<file path="config.mk">
export PLATFORM = sky130hd
export DESIGN_NAME = image_frame_writer
export DESIGN_NICKNAME = d
export VERILOG_FILES = /design/src/rtl/img_pkg.sv /design/src/rtl/raster_counter.sv /design/src/rtl/image_frame_writer.sv
export SDC_FILE = /design/constraint.sdc
export NUM_CORES = 1
export LEC_CHECK = 0
export BUFFER_PORTS_ARGS = -buffer_cell sky130_fd_sc_hd__buf_2
export CAP_MARGIN = 20
export CORE_ASPECT_RATIO = 1.4
export CORE_MARGIN = 4
export CORE_UTILIZATION = 59
export DETAILED_ROUTE_END_ITERATION = 10
export PLACE_DENSITY = 0.84
export SLEW_MARGIN = 30
export SYNTH_ARGS = -nofsm -noshare
export SYNTH_HDL_FRONTEND = slang
export SYNTH_SLANG_ARGS = --single-unit
</file>
<file path="constraint.sdc">
create_clock -name clk -period 5.5 [get_ports clk]
set_input_delay 0.275 -clock clk [delete_from_list [all_inputs] [get_ports clk]]
set_output_delay 0.275 -clock clk [all_outputs]
set_load 0.05 [all_outputs]
</file>
<file path="src/rtl/img_pkg.sv">
// Shared image-pipeline definitions: default frame geometry, pixel width and
// the frame-writer state encoding.
package img_pkg;

  localparam int DATA_WIDTH = 8;
  localparam int IMG_WIDTH  = 145;
  localparam int IMG_HEIGHT = 145;

  typedef enum logic [1:0] {
    IDLE  = 2'd0,
    WRITE = 2'd1,
    FLUSH = 2'd2,
    DONE  = 2'd3
  } wr_state_e;

endpackage

</file>
<file path="src/rtl/raster_counter.sv">
// Raster position tracker: column/line counters plus a running linear address,
// cleared to (0,0)/BASE_ADDR and stepped once per advance. Shared with the ROM reader.
module raster_counter import img_pkg::*; #(
  parameter int          IMG_WIDTH  = img_pkg::IMG_WIDTH,
  parameter int          IMG_HEIGHT = img_pkg::IMG_HEIGHT,
  parameter int          ADDR_WIDTH = 17,
  parameter int unsigned BASE_ADDR  = 0
) (
  input  logic                  clk,
  input  logic                  rst_n,
  input  logic                  clear_i,
  input  logic                  advance_i,
  output logic [15:0]           x_o,
  output logic [15:0]           y_o,
  output logic [ADDR_WIDTH-1:0] addr_o,
  output logic                  last_o
);

  localparam logic [15:0]           X_MAX = 16'(IMG_WIDTH - 1);
  localparam logic [15:0]           Y_MAX = 16'(IMG_HEIGHT - 1);
  localparam logic [ADDR_WIDTH-1:0] BASE  = ADDR_WIDTH'(BASE_ADDR);

  logic [15:0]           x_q, x_d;
  logic [15:0]           y_q, y_d;
  logic [ADDR_WIDTH-1:0] addr_q, addr_d;

  always_comb begin
    // NOTE: every signal written here gets a default first, so no path leaves
    // it unassigned and no latch is inferred.
    x_d    = x_q;
    y_d    = y_q;
    addr_d = addr_q;
    if (clear_i) begin
      x_d    = '0;
      y_d    = '0;
      addr_d = BASE;
    end else if (advance_i) begin
      // Incremental address: raster order is linear, so no multiplier is needed.
      addr_d = addr_q + ADDR_WIDTH'(1);
      if (x_q == X_MAX) begin
        x_d = '0;
        y_d = y_q + 16'd1;
      end else begin
        x_d = x_q + 16'd1;
      end
    end
  end

  // NOTE: state registers use non-blocking assignments so every flop samples
  // the pre-edge values, independent of statement order.
  always_ff @(posedge clk or negedge rst_n) begin
    if (!rst_n) begin
      x_q    <= '0;
      y_q    <= '0;
      addr_q <= BASE;
    end else begin
      x_q    <= x_d;
      y_q    <= y_d;
      addr_q <= addr_d;
    end
  end

  assign x_o    = x_q;
  assign y_o    = y_q;
  assign addr_o = addr_q;
  assign last_o = (x_q == X_MAX) && (y_q == Y_MAX);

endmodule

</file>
<file path="src/rtl/image_frame_writer.sv">
// Captures one raster frame from a valid/ready pixel stream into a single-port
// frame RAM through a one-deep write register, then pulses frame_done.
module image_frame_writer import img_pkg::*; #(
  parameter int          DATA_WIDTH = img_pkg::DATA_WIDTH,
  parameter int          ADDR_WIDTH = 17,
  parameter int          IMG_WIDTH  = img_pkg::IMG_WIDTH,
  parameter int          IMG_HEIGHT = img_pkg::IMG_HEIGHT,
  parameter int unsigned BASE_ADDR  = 0
) (
  input  logic                  clk,
  input  logic                  rst,
  input  logic                  start,
  input  logic [DATA_WIDTH-1:0] pixel_in,
  input  logic                  pixel_valid,
  output logic                  pixel_ready,
  input  logic                  ram_ready,
  output logic                  ram_we,
  output logic [ADDR_WIDTH-1:0] ram_addr,
  output logic [DATA_WIDTH-1:0] ram_data,
  output logic [15:0]           x_cnt,
  output logic [15:0]           y_cnt,
  output logic                  busy,
  output logic                  frame_done,
  output logic                  err_start
);

  wr_state_e             state_q, state_d;
  logic                  ram_we_q, ram_we_d;
  logic [ADDR_WIDTH-1:0] ram_addr_q, ram_addr_d;
  logic [DATA_WIDTH-1:0] ram_data_q, ram_data_d;
  logic                  err_q, err_d;

  logic                  accept;
  logic                  cnt_clear;
  logic [ADDR_WIDTH-1:0] cnt_addr;
  logic                  cnt_last;

  // A new pixel may enter whenever the output register is empty or draining now.
  assign pixel_ready = (state_q == WRITE) && (!ram_we_q || ram_ready);
  assign accept      = pixel_valid && pixel_ready;
  assign cnt_clear   = (state_q == IDLE) && start;

  raster_counter #(
    .IMG_WIDTH (IMG_WIDTH),
    .IMG_HEIGHT(IMG_HEIGHT),
    .ADDR_WIDTH(ADDR_WIDTH),
    .BASE_ADDR (BASE_ADDR)
  ) u_raster (
    .clk      (clk),
    .rst_n    (rst),
    .clear_i  (cnt_clear),
    .advance_i(accept),
    .x_o      (x_cnt),
    .y_o      (y_cnt),
    .addr_o   (cnt_addr),
    .last_o   (cnt_last)
  );

  always_comb begin
    state_d    = state_q;
    ram_we_d   = ram_we_q;
    ram_addr_d = ram_addr_q;
    ram_data_d = ram_data_q;
    err_d      = err_q;

    if (ram_we_q && ram_ready) ram_we_d = 1'b0;
    if (accept) begin
      ram_we_d   = 1'b1;
      ram_addr_d = cnt_addr;
      ram_data_d = pixel_in;
    end

    unique case (state_q)
      IDLE: begin
        if (start) begin
          state_d = WRITE;
          err_d   = 1'b0;
        end
      end
      WRITE: begin
        if (start) err_d = 1'b1;
        if (accept && cnt_last) state_d = FLUSH;
      end
      FLUSH: begin
        if (start) err_d = 1'b1;
        if (ram_we_q && ram_ready) state_d = DONE;
      end
      DONE: begin
        // A start here lands on the way back to IDLE and is treated as an error.
        if (start) err_d = 1'b1;
        state_d = IDLE;
      end
      default: state_d = IDLE;
    endcase
  end

  always_ff @(posedge clk or negedge rst) begin
    if (!rst) begin
      state_q    <= IDLE;
      ram_we_q   <= 1'b0;
      ram_addr_q <= '0;
      ram_data_q <= '0;
      err_q      <= 1'b0;
    end else begin
      state_q    <= state_d;
      ram_we_q   <= ram_we_d;
      ram_addr_q <= ram_addr_d;
      ram_data_q <= ram_data_d;
      err_q      <= err_d;
    end
  end

  assign ram_we     = ram_we_q;
  assign ram_addr   = ram_addr_q;
  assign ram_data   = ram_data_q;
  assign err_start  = err_q;
  assign busy       = (state_q == WRITE) || (state_q == FLUSH);
  assign frame_done = (state_q == DONE);

endmodule

</file>
## Word-level counts from Yosys, hierarchy flattened

Index checks and enable logic that the tools add are counted.

- Add/subtract/negate cells: 3
- Multipliers: 0
- Divide/modulo/power cells: 0
- $lt $le $gt $ge: 0
- Equality and inequality tests: 9
- Shift-type cells: 0
- Multiplexer cells: 17
- Bitwise logic cells: 0
- Reductions and logical operators: 17

Operator list:

| kind | number |
|---|---|
| $mux W16 | 6 |
| $mux W17 | 2 |
| $add A16 B1 Y16 const B | 2 |
| $eq A16 B8 Y1 const B | 2 |
| $add A17 B1 Y17 const B | 1 |
| $pmux W2 S4 | 1 |
| $logic_and A1 B1 Y1 | 6 |
| $mux W2 | 3 |
| $reduce_bool A2 Y1 | 3 |
| $eq A2 B2 Y1 const B | 2 |
| $mux W1 | 4 |
| $ne A2 B1 Y1 const B | 2 |
| $ne A2 B2 Y1 const B | 2 |
| $reduce_and A2 Y1 | 2 |
| $reduce_and A3 Y1 | 1 |
| $reduce_or A3 Y1 | 1 |
| $eq A2 B1 Y1 const B | 1 |
| $logic_not A2 Y1 | 1 |
| $logic_or A1 B1 Y1 | 2 |
| $pmux W1 S2 | 1 |
| $logic_not A1 Y1 | 1 |

- Bits in registers: 78
- Latch bits: 0
- Memory bits (writable): 0
- Bits in read-only memories: 0
- Input port bits: 13
- Memories kept: 0

## Logic depth before layout (Yosys ltp)

Gate-level depths: netlist of the first run.

- Depth in word-level cells: 7
- Mapped depth: 9
- Depth with buffers taken out: 7

## By module

Synthesis of the first run repeated with hierarchy kept, for this count alone.

- Cells, all modules: 353
- Area, all modules: 3,865.0 µm²

By module, submodules not included:

| module | times used | cells each | area each (µm²) |
|---|---|---|---|
| raster_counter | 1 | 274 | 2,657.5 |
| image_frame_writer | 1 | 79 | 1,207.4 |

## Least setup slack after synthesis of the first run

Ideal clock, no wire load.

- Kind: register -> register
- From: reg u_raster.x_q[0], in the netlist u_raster.x_o[0]
- To: reg u_raster.x_q[12], in the netlist u_raster.x_o[12]
- Data arrival time: 2.091 ns
- Slack: 3.326 ns
- Stages on the path, launching flop included: 8
- Period minus slack after synthesis: 2.174 ns
- Cells stage by stage: dfrtp_1 inv_1 ha_1 nor3b_1 and4_4 nor3_1 a41oi_1 a31oi_1

- Word-level cells in the longest chain between the ends: 4
- Elaborated cells on any way between the ends: 5
- Classes of those cells: 1 x add/sub; 1 x eq/ne; 3 x mux

RTL lines:

| element | RTL line | source |
|---|---|---|
| from (decl) | raster_counter.sv:23 | `logic [15:0] x_q, x_d;` |
| from (signal assigned) | raster_counter.sv:53 | `x_q <= '0;` |
| from (signal assigned) | raster_counter.sv:57 | `x_q <= x_d;` |
| $add A16 B1 Y16 / $eq A16 B8 Y1 (equally long branches) | raster_counter.sv:44, raster_counter.sv:40 |  |
| $mux W16 (*) | raster_counter.sv:40 | `if (x_q == X_MAX) begin` |
| $mux W16 (*) | raster_counter.sv:37 | `end else if (advance_i) begin` |
| $mux W16 (*) | raster_counter.sv:33 | `if (clear_i) begin` |

Mark *: on every way between the ends. The rest lies on a longest branch, timed or not. The select of a mux whose other input is x is not followed.
A chain may end at the register's enable or synchronous reset.

## Worst setup path after layout of the first run

- From: reg state_q[1]
- To: reg u_raster.x_q[12], in the netlist u_raster.x_o[12]

- Word-level cells in the longest chain between the ends: 4
- Elaborated cells on any way between the ends: 7
- Classes of those cells: 1 x eq/ne; 1 x mux; 5 x reduce/logical

RTL lines:

| element | RTL line | source |
|---|---|---|
| from (decl) | image_frame_writer.sv:27 | `wr_state_e state_q, state_d;` |
| from (signal assigned) | image_frame_writer.sv:105 | `state_q <= state_d;` |
| $eq A2 B1 Y1 | image_frame_writer.sv:39 | `assign pixel_ready = (state_q == WRITE) && (!ram_we_q \|\| ram_ready);` |
| $logic_and A1 B1 Y1 | image_frame_writer.sv:39 |  |
| $logic_and A1 B1 Y1 | image_frame_writer.sv:40 | `assign accept = pixel_valid && pixel_ready;` |
| $reduce_bool A2 Y1 (no source line) | n/a |  |

Several ways; a longest one is shown, not always the timed one.

==> summary.md, run 1 <==
| Metric | Value |
|---|---|
| Min Tclk post-route | `2856 ps` |
| Worst Hold Endpoint | `ram_data[1]$_DFFE_PN0P_` |
| Post-route ant nets | `0` |
| Core Area | `6254 um2` |
| Total detailed-routing wirelength | `8807 um` |
| Min Hold Slack | `104.7 ps` |
| Clk root buf | `clkbuf_8` |
| CTS buffer count | `9` |
| Sequential fraction of the synthesis area | `0.5085` |
| Max Slew Vio Count | `0` |
| Area Overhead vs Synth | `16.95%` |
| Worst path required time | `5770 ps` |
| N_diodes | `0` |
| Post-CTS Resized | `0` |
| CP Data Arrival Time | `3130 ps` |
| CTS tree | `done` |
| Clk_lat worst skew | `350 ps` |
| Vias post-DR | `3244` |
| Initial antenna violation count | `0` |
| Critical path startpoint | `state_q[1]$_DFFE_PN0P_` |
| R2R depth | `7` |
| Min-Delay Path Class | `in -> reg` |
| Hold Buf Count CTS | `0` |
| Worst r2r src | `state_q[1]$_DFFE_PN0P_` |
| Worst Skew | `9.594 ps` |
| Dpl hpwl | `6038 um` |
| Hold path depth | `3` |
| Post-DR vias/cell | `5.721` |
| Placed insts | `550` |
| Reg2reg end | `u_raster.x_o[12]$_DFFE_PN0P_` |
| Outcome | `completed` |
| Yosys top cell area share | `0.5085` |
| Largest area contributor in the netlist | `dfrtp_1` |
| Clock buffer depth | `2` |
| Die Wd | `76.17 um` |
| H-tree Lvls | `3` |
| Congestion Overflow GR | `0` |
| RSZ-0062 raised after global routing | `no` |
| Slowest CP cell | `nor3_1` |
| Netlist Area Pre-Place | `3839 um2` |
| Worst-Margin Slew | `706.7 ps` |
| Area occupied by multi-input gates | `1790 um2` |
| IO Port Bufs | `74` |
| Layout Cells excl Fill | `567` |
| CP max stage delay | `570 ps` |
| Post-CTS Setup Repair Bufs | `0` |
| Synthesized net count | `442` |
| Reg area | `1952 um2` |
| Most frequent cells in the layout | `nand2_1, dfrtp_1, buf_2, nor2_1, xnor2_1` |
| Die height | `103.4 um` |
| Crit path max fanout | `18` |
| Cell variety after synth | `42` |
| CP cell instances | `inv_1, ha_1, nand3_1, buf_4, nor3_1, a41oi_1, a31oi_1` |
| CP Class | `reg -> reg` |
| Share of cells above drive strength 1 | `0.2061` |
| Clk sinks | `78` |
| Endpoints failing hold | `0` |
| Final #Nets | `513` |
| Critical Path Start Type | `flop` |
| Final period util | `0.5193` |
| YS warnings | `0` |
| Critical Path End Type | `flop` |
| Vias in the first global route | `3111` |
| # DRC | `0` |
| Max-cap check violation count | `0` |
| Sum Neg Setup Slack | `0 ps` |
| Final setup fails | `0` |
| Routability cong. | `0.8557` |
| Max-slew headroom | `0.5289` |
| Post-synthesis cell count | `419` |
| DIE AREA | `7879 um2` |
| FF+latch count, synth | `78` |
| GRT Resource Usage Total | `0.2290` |
| LEAKAGE | `0.002220 uW` |
| Hold Crit Start | `pixel_in[1]` |
| Initial cell density of the core | `0.6138` |
| Reg-to-reg setup timing slack | `2640 ps` |
| Filler cell count | `475` |
| First-pass GRT wire length | `14510 um` |
| Final core occ | `0.7179` |
| Syn_area_per_cell | `9.162 um2` |
| Initial detailed-routing violation count | `297` |
| Largest net degree at the start of global routing | `79` |
| Worst vdd ir | `0.0002527 V` |
| CTS clock-pin slew for the worst setup and hold paths | `90 ps` |
| Ranking of synthesized cells by area | `dfrtp_1, nand2_1, xnor2_1` |
| Pwr Density | `348.0 nW/um2` |
| Number of I/O pins | `75` |
| TritonRoute pass-1 iters | `4` |
| Achievable Freq | `0.3501 GHz` |
| Avg WL per Cell | `15.53 um` |
| Row count | `34` |
| Commonest non-fill, non-tap cell in the layout | `nand2_1` |
| Power, Total | `1562 uW` |
-- Yosys cell counts --
| cell type | number |
|---|---|
| nand4_1 | 14 |
| nand2b_1 | 2 |
| xnor2_1 | 22 |
| o31ai_1 | 1 |
| nor4_1 | 4 |
| or2_2 | 1 |
| a41oi_1 | 1 |
| or3_1 | 10 |
| and3_1 | 3 |
| and4_4 | 1 |
| o41ai_1 | 1 |
| buf_1 | 2 |
| or4_1 | 2 |
| nor4_4 | 1 |
| and2_1 | 6 |
| and4_1 | 5 |
| o21ai_0 | 14 |
| nand2_1 | 107 |
| nand3_4 | 1 |
| a31oi_1 | 4 |
| nor2_1 | 36 |
| and3_2 | 1 |
| nor4b_4 | 2 |
| nor3b_1 | 3 |
| o21bai_1 | 1 |
| o21ai_1 | 1 |
| nor4bb_1 | 1 |
| o211ai_1 | 1 |
| inv_1 | 9 |
| o31a_2 | 1 |
| nand3_1 | 17 |
| mux2_2 | 1 |
| a32oi_1 | 1 |
| clkbuf_1 | 11 |
| a21oi_1 | 14 |
| xor2_1 | 7 |
| nor3_1 | 16 |
| ha_1 | 10 |
| buf_2 | 4 |
| dfrtp_1 | 78 |
| nor4b_1 | 1 |
| o21a_1 | 1 |
-- critical path, delay by kind of cell, from the launching register on --
family                     cells  cell delay (ps)
DFF                            1              420
adders and majority gates      1              300
AOI/OAI and AO/OA              2              390
and+or+nand+nor                2             1100
buffers and inverters          2              560
-- power breakdown --
part	internal (uW)	leakage (uW)	total [uW]	switching [uW]
Sequential	639	0.00103	711	72.2
Clock	257	0.000106	480	223
Combinational	94.8	0.00108	371	276
-- layer usage --
metal / up-vias / global-route usage / wire length, um / share of wire
met3: 22 / 0.04939 / 453 / 0.051
met4: 0 / 0.1171 / 252 / 0.029
li1: 1563 / - / - / -
met1: 1564 / 0.2658 / 3444 / 0.39
met2: 95 / 0.4024 / 4656 / 0.53
met5: - / 0 / 0 / 0
-- metrics by stage --
stage               cell area, um2  setup slack, ps
global route                  4489             2383
finish                        4489             2644
global placement              4248             2775
detailed placement            4248             2718
floorplan                     3839             3326
CTS                           4469             2684
-- worst max path at each step --
stage | end | slack, ps | depth (start not counted)
floorplan | u_raster.x_o[12]$_DFFE_PN0P_ | 3330 | 7
global placement | state_q[1]$_DFFE_PN0P_ | 2770 | 7
detailed placement | u_raster.x_o[12]$_DFFE_PN0P_ | 2720 | 7
CTS | u_raster.x_o[12]$_DFFE_PN0P_ | 2680 | 7
global route | u_raster.x_o[12]$_DFFE_PN0P_ | 2380 | 7
finish | u_raster.x_o[12]$_DFFE_PN0P_ | 2640 | 7
-- cell families (layout without fill, tap and decap cells) --
kind of cell	after synthesis	count (layout)	synth area share
and+or+nand+nor	234	234	0.3015
DFF	78	78	0.5085
AOI/OAI and AO/OA	41	41	0.06161
xor gates and xnor gates	29	29	0.06617
buffers and inverters	26	102	0.02673
adders and majority gates	10	10	0.03259
muxes	1	1	0.002933
-- flip-flops by register name, indices dropped and copies added, names as in the netlist --
signal           count
u_raster.y_o        16
ram_we               1
state_q              2
err_start            1
ram_addr            17
u_raster.addr_o     17
ram_data             8
u_raster.x_o        16
-- layout make-up --
type	count	area share
inverter	9	0.007525
timing repair buffer	77	0.08946
sequential	78	0.4348
clock inverter	7	0.02174
tap	72	0.02007
multi-input combinational	315	0.3988
clock buffer	9	0.02759
(Power assumes the default switching activity.)
==> inputs of run 2 (changes only) <==
--- a/config.mk
+++ b/config.mk
@@ -9,9 +9,9 @@
 export CAP_MARGIN = 20
 export CORE_ASPECT_RATIO = 1.4
 export CORE_MARGIN = 4
-export CORE_UTILIZATION = 59
+export CORE_UTILIZATION = 50
 export DETAILED_ROUTE_END_ITERATION = 10
-export PLACE_DENSITY = 0.84
+export PLACE_DENSITY = 0.76
 export SLEW_MARGIN = 30
 export SYNTH_ARGS = -nofsm -noshare
 export SYNTH_HDL_FRONTEND = slang
==> constraint.sdc (replaced) <==
create_clock -name clk -period 2.5 [get_ports clk]
set_input_delay 0.125 -clock clk [delete_from_list [all_inputs] [get_ports clk]]
set_output_delay 0.125 -clock clk [all_outputs]
set_load 0.05 [all_outputs]
==> run 2 against run 1 <==
Die area is 16% higher. Maximum frequency increased by 28%. Non-clock buffer count increased by 14. Design area rose by 2.4%. Sequential share of layout area down 1.0 points. Via count is 1.8% higher. Clock skew grew 4.7 ps. Total power increased by 110%. Wire length up 1.2%. Utilization shrank 9.7 points. Worst hold slack got worse by 30 ps. Setup slack lost 2400 ps. Largest cell class unchanged.
==> summary.md, run 2 (synthesis results as in run 1) <==
| Metric | Value |
|---|---|
| Outcome | `completed (unchanged)` |
| Worst Skew | `14.29 ps (was 9.594 ps)` |
| CP Class | `reg -> reg (unchanged)` |
| Dpl hpwl | `6269 um (was 6038 um)` |
| Clk_lat worst skew | `360 ps (was 350 ps)` |
| Post-route cell area | `4597 um2 (was 4489 um2)` |
| Congestion Overflow GR | `0 (unchanged)` |
| Share of cells above drive strength 1 | `0.2102 (was 0.2061)` |
| Die Wd | `82.05 um (was 76.17 um)` |
| # DRC | `0 (unchanged)` |
| Number of I/O pins | `75 (unchanged)` |
| Max-cap check violation count | `0 (unchanged)` |
| Initial detailed-routing violation count | `148 (was 297)` |
| Core Area | `7407 um2 (was 6254 um2)` |
| CP most frequent cell | `nand3_1` |
| Max-slew headroom | `0.5346 (was 0.5289)` |
| Worst-Margin Slew | `692.7 ps (was 706.7 ps)` |
| Post-CTS Resized | `0 (unchanged)` |
| Commonest non-fill, non-tap cell in the layout | `nand2_1 (unchanged)` |
| Pwr Density | `709.0 nW/um2 (was 348.0 nW/um2)` |
| Final setup fails | `0 (unchanged)` |
| First-pass GRT wire length | `14860 um (was 14510 um)` |
| H-tree Lvls | `3 (unchanged)` |
| Hold Buf Count CTS | `9 (was 0)` |
| Met3 Track Usage GR | `0.03722 (was 0.04939)` |
| IO Port Bufs | `74 (unchanged)` |
| Worst path required time | `2740 ps (was 5770 ps)` |
| Die height | `111.7 um (was 103.4 um)` |
| Global Route met1 Usage | `0.2467 (was 0.2658)` |
| Post-CTS Setup Repair Bufs | `0 (unchanged)` |
| GRT Resource Usage Total | `0.2084 (was 0.2290)` |
| Largest net degree at the start of global routing | `79 (unchanged)` |
| Total detailed-routing wirelength | `8912 um (was 8807 um)` |
| CTS buffer count | `9 (unchanged)` |
| Avg WL per Cell | `14.71 um (was 15.53 um)` |
| CP Data Arrival Time | `2470 ps (was 3130 ps)` |
| Vias post-DR | `3302 (was 3244)` |
| Crit path max fanout | `8 (was 18)` |
| CTS clock-pin slew for the worst setup and hold paths | `80 ps (was 90 ps)` |
| CTS tree | `done (unchanged)` |
| GR Layer Usage met2 | `0.3583 (was 0.4024)` |
| Endpoints failing hold | `0 (unchanged)` |
| Min-Delay Path Class | `in -> reg (unchanged)` |
| Worst vdd ir | `0.0004368 V (was 0.0002527 V)` |
| Post-route ant nets | `0 (unchanged)` |
| Buf/Inv on CP | `1 (was 2)` |
| Most frequent cells in the layout | `nand2_1, dfrtp_1, buf_2, nor2_1, xnor2_1 (unchanged)` |
| Clock buffer depth | `2 (unchanged)` |
| LEAKAGE | `0.002263 uW (was 0.002220 uW)` |
| Min Tclk post-route | `2227 ps (was 2856 ps)` |
| RSZ-0062 raised after global routing | `no (unchanged)` |
| Vias in the first global route | `3197 (was 3111)` |
| Clk sinks | `78 (unchanged)` |
| Placed cell areas | `4324 um2 (was 4248 um2)` |
| Routability cong. | `0.8357 (was 0.8557)` |
| Initial cell density of the core | `0.5182 (was 0.6138)` |
| Critical Path Start Type | `flop (unchanged)` |
| Sum Neg Setup Slack | `0 ps (unchanged)` |
| DIE AREA | `9163 um2 (was 7879 um2)` |
| Row count | `37 (was 34)` |
| Final #Nets | `527 (was 513)` |
| Max Slew Vio Count | `0 (unchanged)` |
| CP max stage delay | `520 ps (was 570 ps)` |
| Clk root buf | `clkbuf_8 (unchanged)` |
| Post-DR vias/cell | `5.449 (was 5.721)` |
| Initial antenna violation count | `0 (unchanged)` |
| Area Overhead vs Synth | `19.75% (was 16.95%)` |
| Achievable Freq | `0.4490 GHz (was 0.3501 GHz)` |
| TritonRoute pass-1 iters | `4 (unchanged)` |
| Critical Path End Type | `flop (unchanged)` |
| Critical path's top delay family | `compound AO/OA/AOI/OAI gates (was simple AND/OR/NAND/NOR gates)` |
| N_diodes | `0 (unchanged)` |
| CP cell instances | `inv_1, ha_1, nand3_1, o41ai_1, nand3_1, mux2_2 (was inv_1, ha_1, nand3_1, buf_4, nor3_1, a41oi_1, a31oi_1)` |
| Grt peak-use layer | `met2 (unchanged)` |
| Final period util | `0.8909 (was 0.5193)` |
| Slowest CP cell | `o41ai_1 (was nor3_1)` |
## run 2: cell count changes in the layout (fill, tap and decap cells not counted), sizes merged
cell and delta:
buf +6, dlygate4sd3 +8, inv +2, bufinv -2
## run 2: worst paths after layout
| check | start | to | slack [ps] | depth (start not counted) |
|---|---|---|---|---|
| worst max-delay path | state_q[1]$_DFFE_PN0P_ | state_q[1]$_DFFE_PN0P_ | 270 | 6 |
| worst min-delay path | start | err_start$_DFFE_PN0P_ | 70 | 3 |
| min in group asynchronous | rst | u_raster.x_o[7]$_DFFE_PN0P_ | 350 | 2 |
| worst max register to register | state_q[1]$_DFFE_PN0P_ | state_q[1]$_DFFE_PN0P_ | 270 | 6 |
| worst min register to register | ram_data[3]$_DFFE_PN0P_ | ram_data[3]$_DFFE_PN0P_ | 470 | 2 |
| max in group asynchronous | rst | u_raster.y_o[13]$_DFFE_PN0P_ | 1660 | 2 |
## run 2: cell type report
class / count / area [um2]
flip-flops and latches: 78 / 1952
clock buffers: 9 / 123.9
multi-input cells: 315 / 1784
inverters: 9 / 33.78
fillers: 649 / 2810
repair buffers: 91 / 526.8
clock inverters: 7 / 55.05
well taps: 97 / 121.4
## run 2: metrics by stage
step	utilization	hold slack, ps	power, uW	instances	worst slack [ps]
floorplan	-	-170.6	2170	419	325.8
global placement	0.5838	312.9	2390	581	453.9
detailed placement	0.5838	320.8	2409	581	358.0
CTS	0.6201	65.92	3288	606	319.3
global route	0.6206	85.56	3427	606	99.27
finish	0.6206	74.93	3259	606	272.8
## run 2: report_power, final
part | internal [uW] | switching, uW | leakage, uW
Sequential | 1400 | 156 | 0.00103
Combinational | 219 | 610 | 0.00114
Clock | 370 | 499 | 0.0000866
## run 2: tightest hold or removal path: stages
cell and delay [ps]:
buf_2 120, nor2_1 100, a21oi_1 50
## run 2: layer usage
metal / wire (um) / up-vias / share of wire
li1: - / 1593 / -
met3: 457 / 20 / 0.051
met4: 190 / 0 / 0.021
met2: 4672 / 87 / 0.52
met1: 3592 / 1602 / 0.40
met5: 0 / - / 0
==> inputs of run 3 (changes only) <==
--- a/config.mk
+++ b/config.mk
@@ -9,9 +9,10 @@
 export CAP_MARGIN = 20
 export CORE_ASPECT_RATIO = 1.4
 export CORE_MARGIN = 4
-export CORE_UTILIZATION = 50
+export CORE_UTILIZATION = 52
+export CTS_BUF_LIST = sky130_fd_sc_hd__clkbuf_8
 export DETAILED_ROUTE_END_ITERATION = 10
-export PLACE_DENSITY = 0.76
+export PLACE_DENSITY = 0.79
 export SLEW_MARGIN = 30
 export SYNTH_ARGS = -nofsm -noshare
 export SYNTH_HDL_FRONTEND = slang
==> run 3 against run 2 <==
Maximum frequency grew 2.9%. Wire length grew 1.2%. Worst hold slack gained 31 ps. Cell count shrank 0.66%. Clock skew shrank 5.1 ps. Critical path depth grew 1. Design area grew 0.71%. Combinational power is essentially flat. Sequential share of layout area shrank 0.30 points. Total power grew 5.4%. Largest power group unchanged. Highest routed layer unchanged.
==> summary.md, run 3 (synthesis results as in run 1) <==
| Metric | Value |
|---|---|
| CTS clock-pin slew for the worst setup and hold paths | `70 ps (was 80 ps)` |
| Worst Skew | `9.172 ps (was 14.29 ps)` |
| Initial detailed-routing violation count | `149 (was 148)` |
| Sum Neg Setup Slack | `0 ps (unchanged)` |
| Post-route ant nets | `0 (unchanged)` |
| Max Slew Vio Count | `0 (unchanged)` |
| Achievable Freq | `0.4619 GHz (was 0.4490 GHz)` |
| # DRC | `0 (unchanged)` |
| Pwr Density | `742.3 nW/um2 (was 709.0 nW/um2)` |
| Min Hold Slack | `105.9 ps (was 74.93 ps)` |
| Commonest non-fill, non-tap cell in the layout | `nand2_1 (unchanged)` |
| Congestion Overflow GR | `0 (unchanged)` |
| Initial cell density of the core | `0.5428 (was 0.5182)` |
| Clk root buf | `clkbuf_8 (unchanged)` |
| H-tree Lvls | `3 (unchanged)` |
| Met3 wire len | `462 um (was 457 um)` |
| Final setup fails | `0 (unchanged)` |
| Clock buffer depth | `2 (unchanged)` |
| N_diodes | `0 (unchanged)` |
| Endpoints failing hold | `0 (unchanged)` |
| Met2 routed WL | `4782 um (was 4672 um)` |
| Min Tclk post-route | `2165 ps (was 2227 ps)` |
| TritonRoute pass-1 iters | `5 (was 4)` |
| Setup ws final | `335.0 ps (was 272.8 ps)` |
| Clk sinks | `78 (unchanged)` |
| Vias in the first global route | `3266 (was 3197)` |
| Outcome | `completed (unchanged)` |
| Min-Delay Path Class | `in -> reg (unchanged)` |
| Area Overhead vs Synth | `20.60% (was 19.75%)` |
| Total detailed-routing wirelength | `9018 um (was 8912 um)` |
| Largest net degree at the start of global routing | `79 (unchanged)` |
| Max-slew headroom | `0.5362 (was 0.5346)` |
| Critical Path End Type | `flop (unchanged)` |
| Core Area | `7072 um2 (was 7407 um2)` |
| Vias post-DR | `3269 (was 3302)` |
| Die Wd | `80.62 um (was 82.05 um)` |
| CP Class | `reg -> reg (unchanged)` |
| Crit path max fanout | `6 (was 8)` |
| Reg-to-reg setup timing slack | `340 ps (was 270 ps)` |
| Row count | `36 (was 37)` |
| Critical Path Start Type | `flop (unchanged)` |
| Clk_lat worst skew | `340 ps (was 360 ps)` |
| Final period util | `0.8660 (was 0.8909)` |
| Die height | `109.7 um (was 111.7 um)` |
| LEAKAGE | `0.002287 uW (was 0.002263 uW)` |
| Worst vdd ir | `0.0004199 V (was 0.0004368 V)` |
| RSZ-0062 raised after global routing | `no (unchanged)` |
| First-pass GRT wire length | `15060 um (was 14860 um)` |
| Metal-1 WL | `3583 um (was 3592 um)` |
| CTS buffer count | `9 (unchanged)` |
| Max-cap check violation count | `0 (unchanged)` |
| Final #Nets | `526 (was 527)` |
| GRT Resource Usage Total | `0.2186 (was 0.2084)` |
| Worst-Margin Slew | `695.6 ps (was 692.7 ps)` |
| Filler cell count | `594 (was 649)` |
| IO Port Bufs | `74 (unchanged)` |
| CTS tree | `done (unchanged)` |
| Place WS | `370.3 ps (was 358.0 ps)` |
| Share of cells above drive strength 1 | `0.2071 (was 0.2102)` |
| Dpl hpwl | `6267 um (was 6269 um)` |
| Top Layer Used | `met4 (unchanged)` |
| Initial antenna violation count | `0 (unchanged)` |
| Most frequent cells in the layout | `nand2_1, dfrtp_1, buf_2, nor2_1, xnor2_1 (unchanged)` |
| Routability cong. | `0.8431 (was 0.8357)` |
| Number of I/O pins | `75 (unchanged)` |
| Post-CTS Setup Repair Bufs | `0 (unchanged)` |
| Worst path required time | `2720 ps (was 2740 ps)` |
| CP Data Arrival Time | `2390 ps (was 2470 ps)` |
| Post-DR vias/cell | `5.430 (was 5.449)` |
| DIE AREA | `8840 um2 (was 9163 um2)` |
| Avg WL per Cell | `14.98 um (was 14.71 um)` |
-- run 3: stage by stage --
stage / cells / power [uW] / util / area [um2]
after floorplan: 419 / 2170 / - / 3839
after global placement: 578 / 2388 / 0.6101 / 4314
after detailed placement: 578 / 2414 / 0.6101 / 4314
after CTS: 602 / 3470 / 0.6541 / 4626
after global routing: 602 / 3609 / 0.6546 / 4629
final: 602 / 3436 / 0.6546 / 4629
-- run 3: routing by layer --
| layer | vias up | global-route usage |
|---|---|---|
| li1 | 1589 | - |
| met1 | 1588 | 0.2567 |
| met2 | 73 | 0.3762 |
| met3 | 19 | 0.05082 |
| met4 | 0 | 0.1014 |
| met5 | - | 0 |
-- run 3: worst max-delay path, stage by stage (launching register included) --
cell	delay, ps
dfrtp_1	430
inv_1	80
ha_1	130
nor3b_1	310
nand4_1	140
o41ai_1	480
nand3_1	180
mux2_2	300
-- run 3: final cells by class --
| cell class | count | area [um2] | area share |
|---|---|---|---|
| timing repair buffer | 90 | 519.2 | 0.1122 |
| clock inverter | 4 | 70.07 | 0.01514 |
| inverter | 9 | 33.78 | 0.007297 |
| multi-input combinational | 315 | 1784 | 0.3854 |
| tap | 95 | 118.9 | 0.02568 |
| sequential | 78 | 1952 | 0.4216 |
| clock buffer | 11 | 151.4 | 0.03270 |
-- run 3: where the power goes --
| group | internal [uW] | switching [uW] |
|---|---|---|
| logic | 221 | 609 |
| clock network | 608 | 436 |
| registers | 1410 | 156 |
-- run 3: worst paths after layout --
path,start,to,cells past startpoint
worst max-delay path,u_raster.x_o[0]$_DFFE_PN0P_,state_q[1]$_DFFE_PN0P_,7
worst min-delay path,start,err_start$_DFFE_PN0P_,3
worst max register to register,u_raster.x_o[0]$_DFFE_PN0P_,state_q[1]$_DFFE_PN0P_,7
worst min register to register,ram_data[6]$_DFFE_PN0P_,ram_data[6]$_DFFE_PN0P_,2
max in group asynchronous,rst,u_raster.x_o[11]$_DFFE_PN0P_,2
min in group asynchronous,rst,u_raster.x_o[7]$_DFFE_PN0P_,2
-- run 3: repair_timing --
action	in CTS	in global routing
hold buffers	9	0
endpoints found under the setup margin	0	0
resized for setup	0	0
hold endpoints to repair	86	0
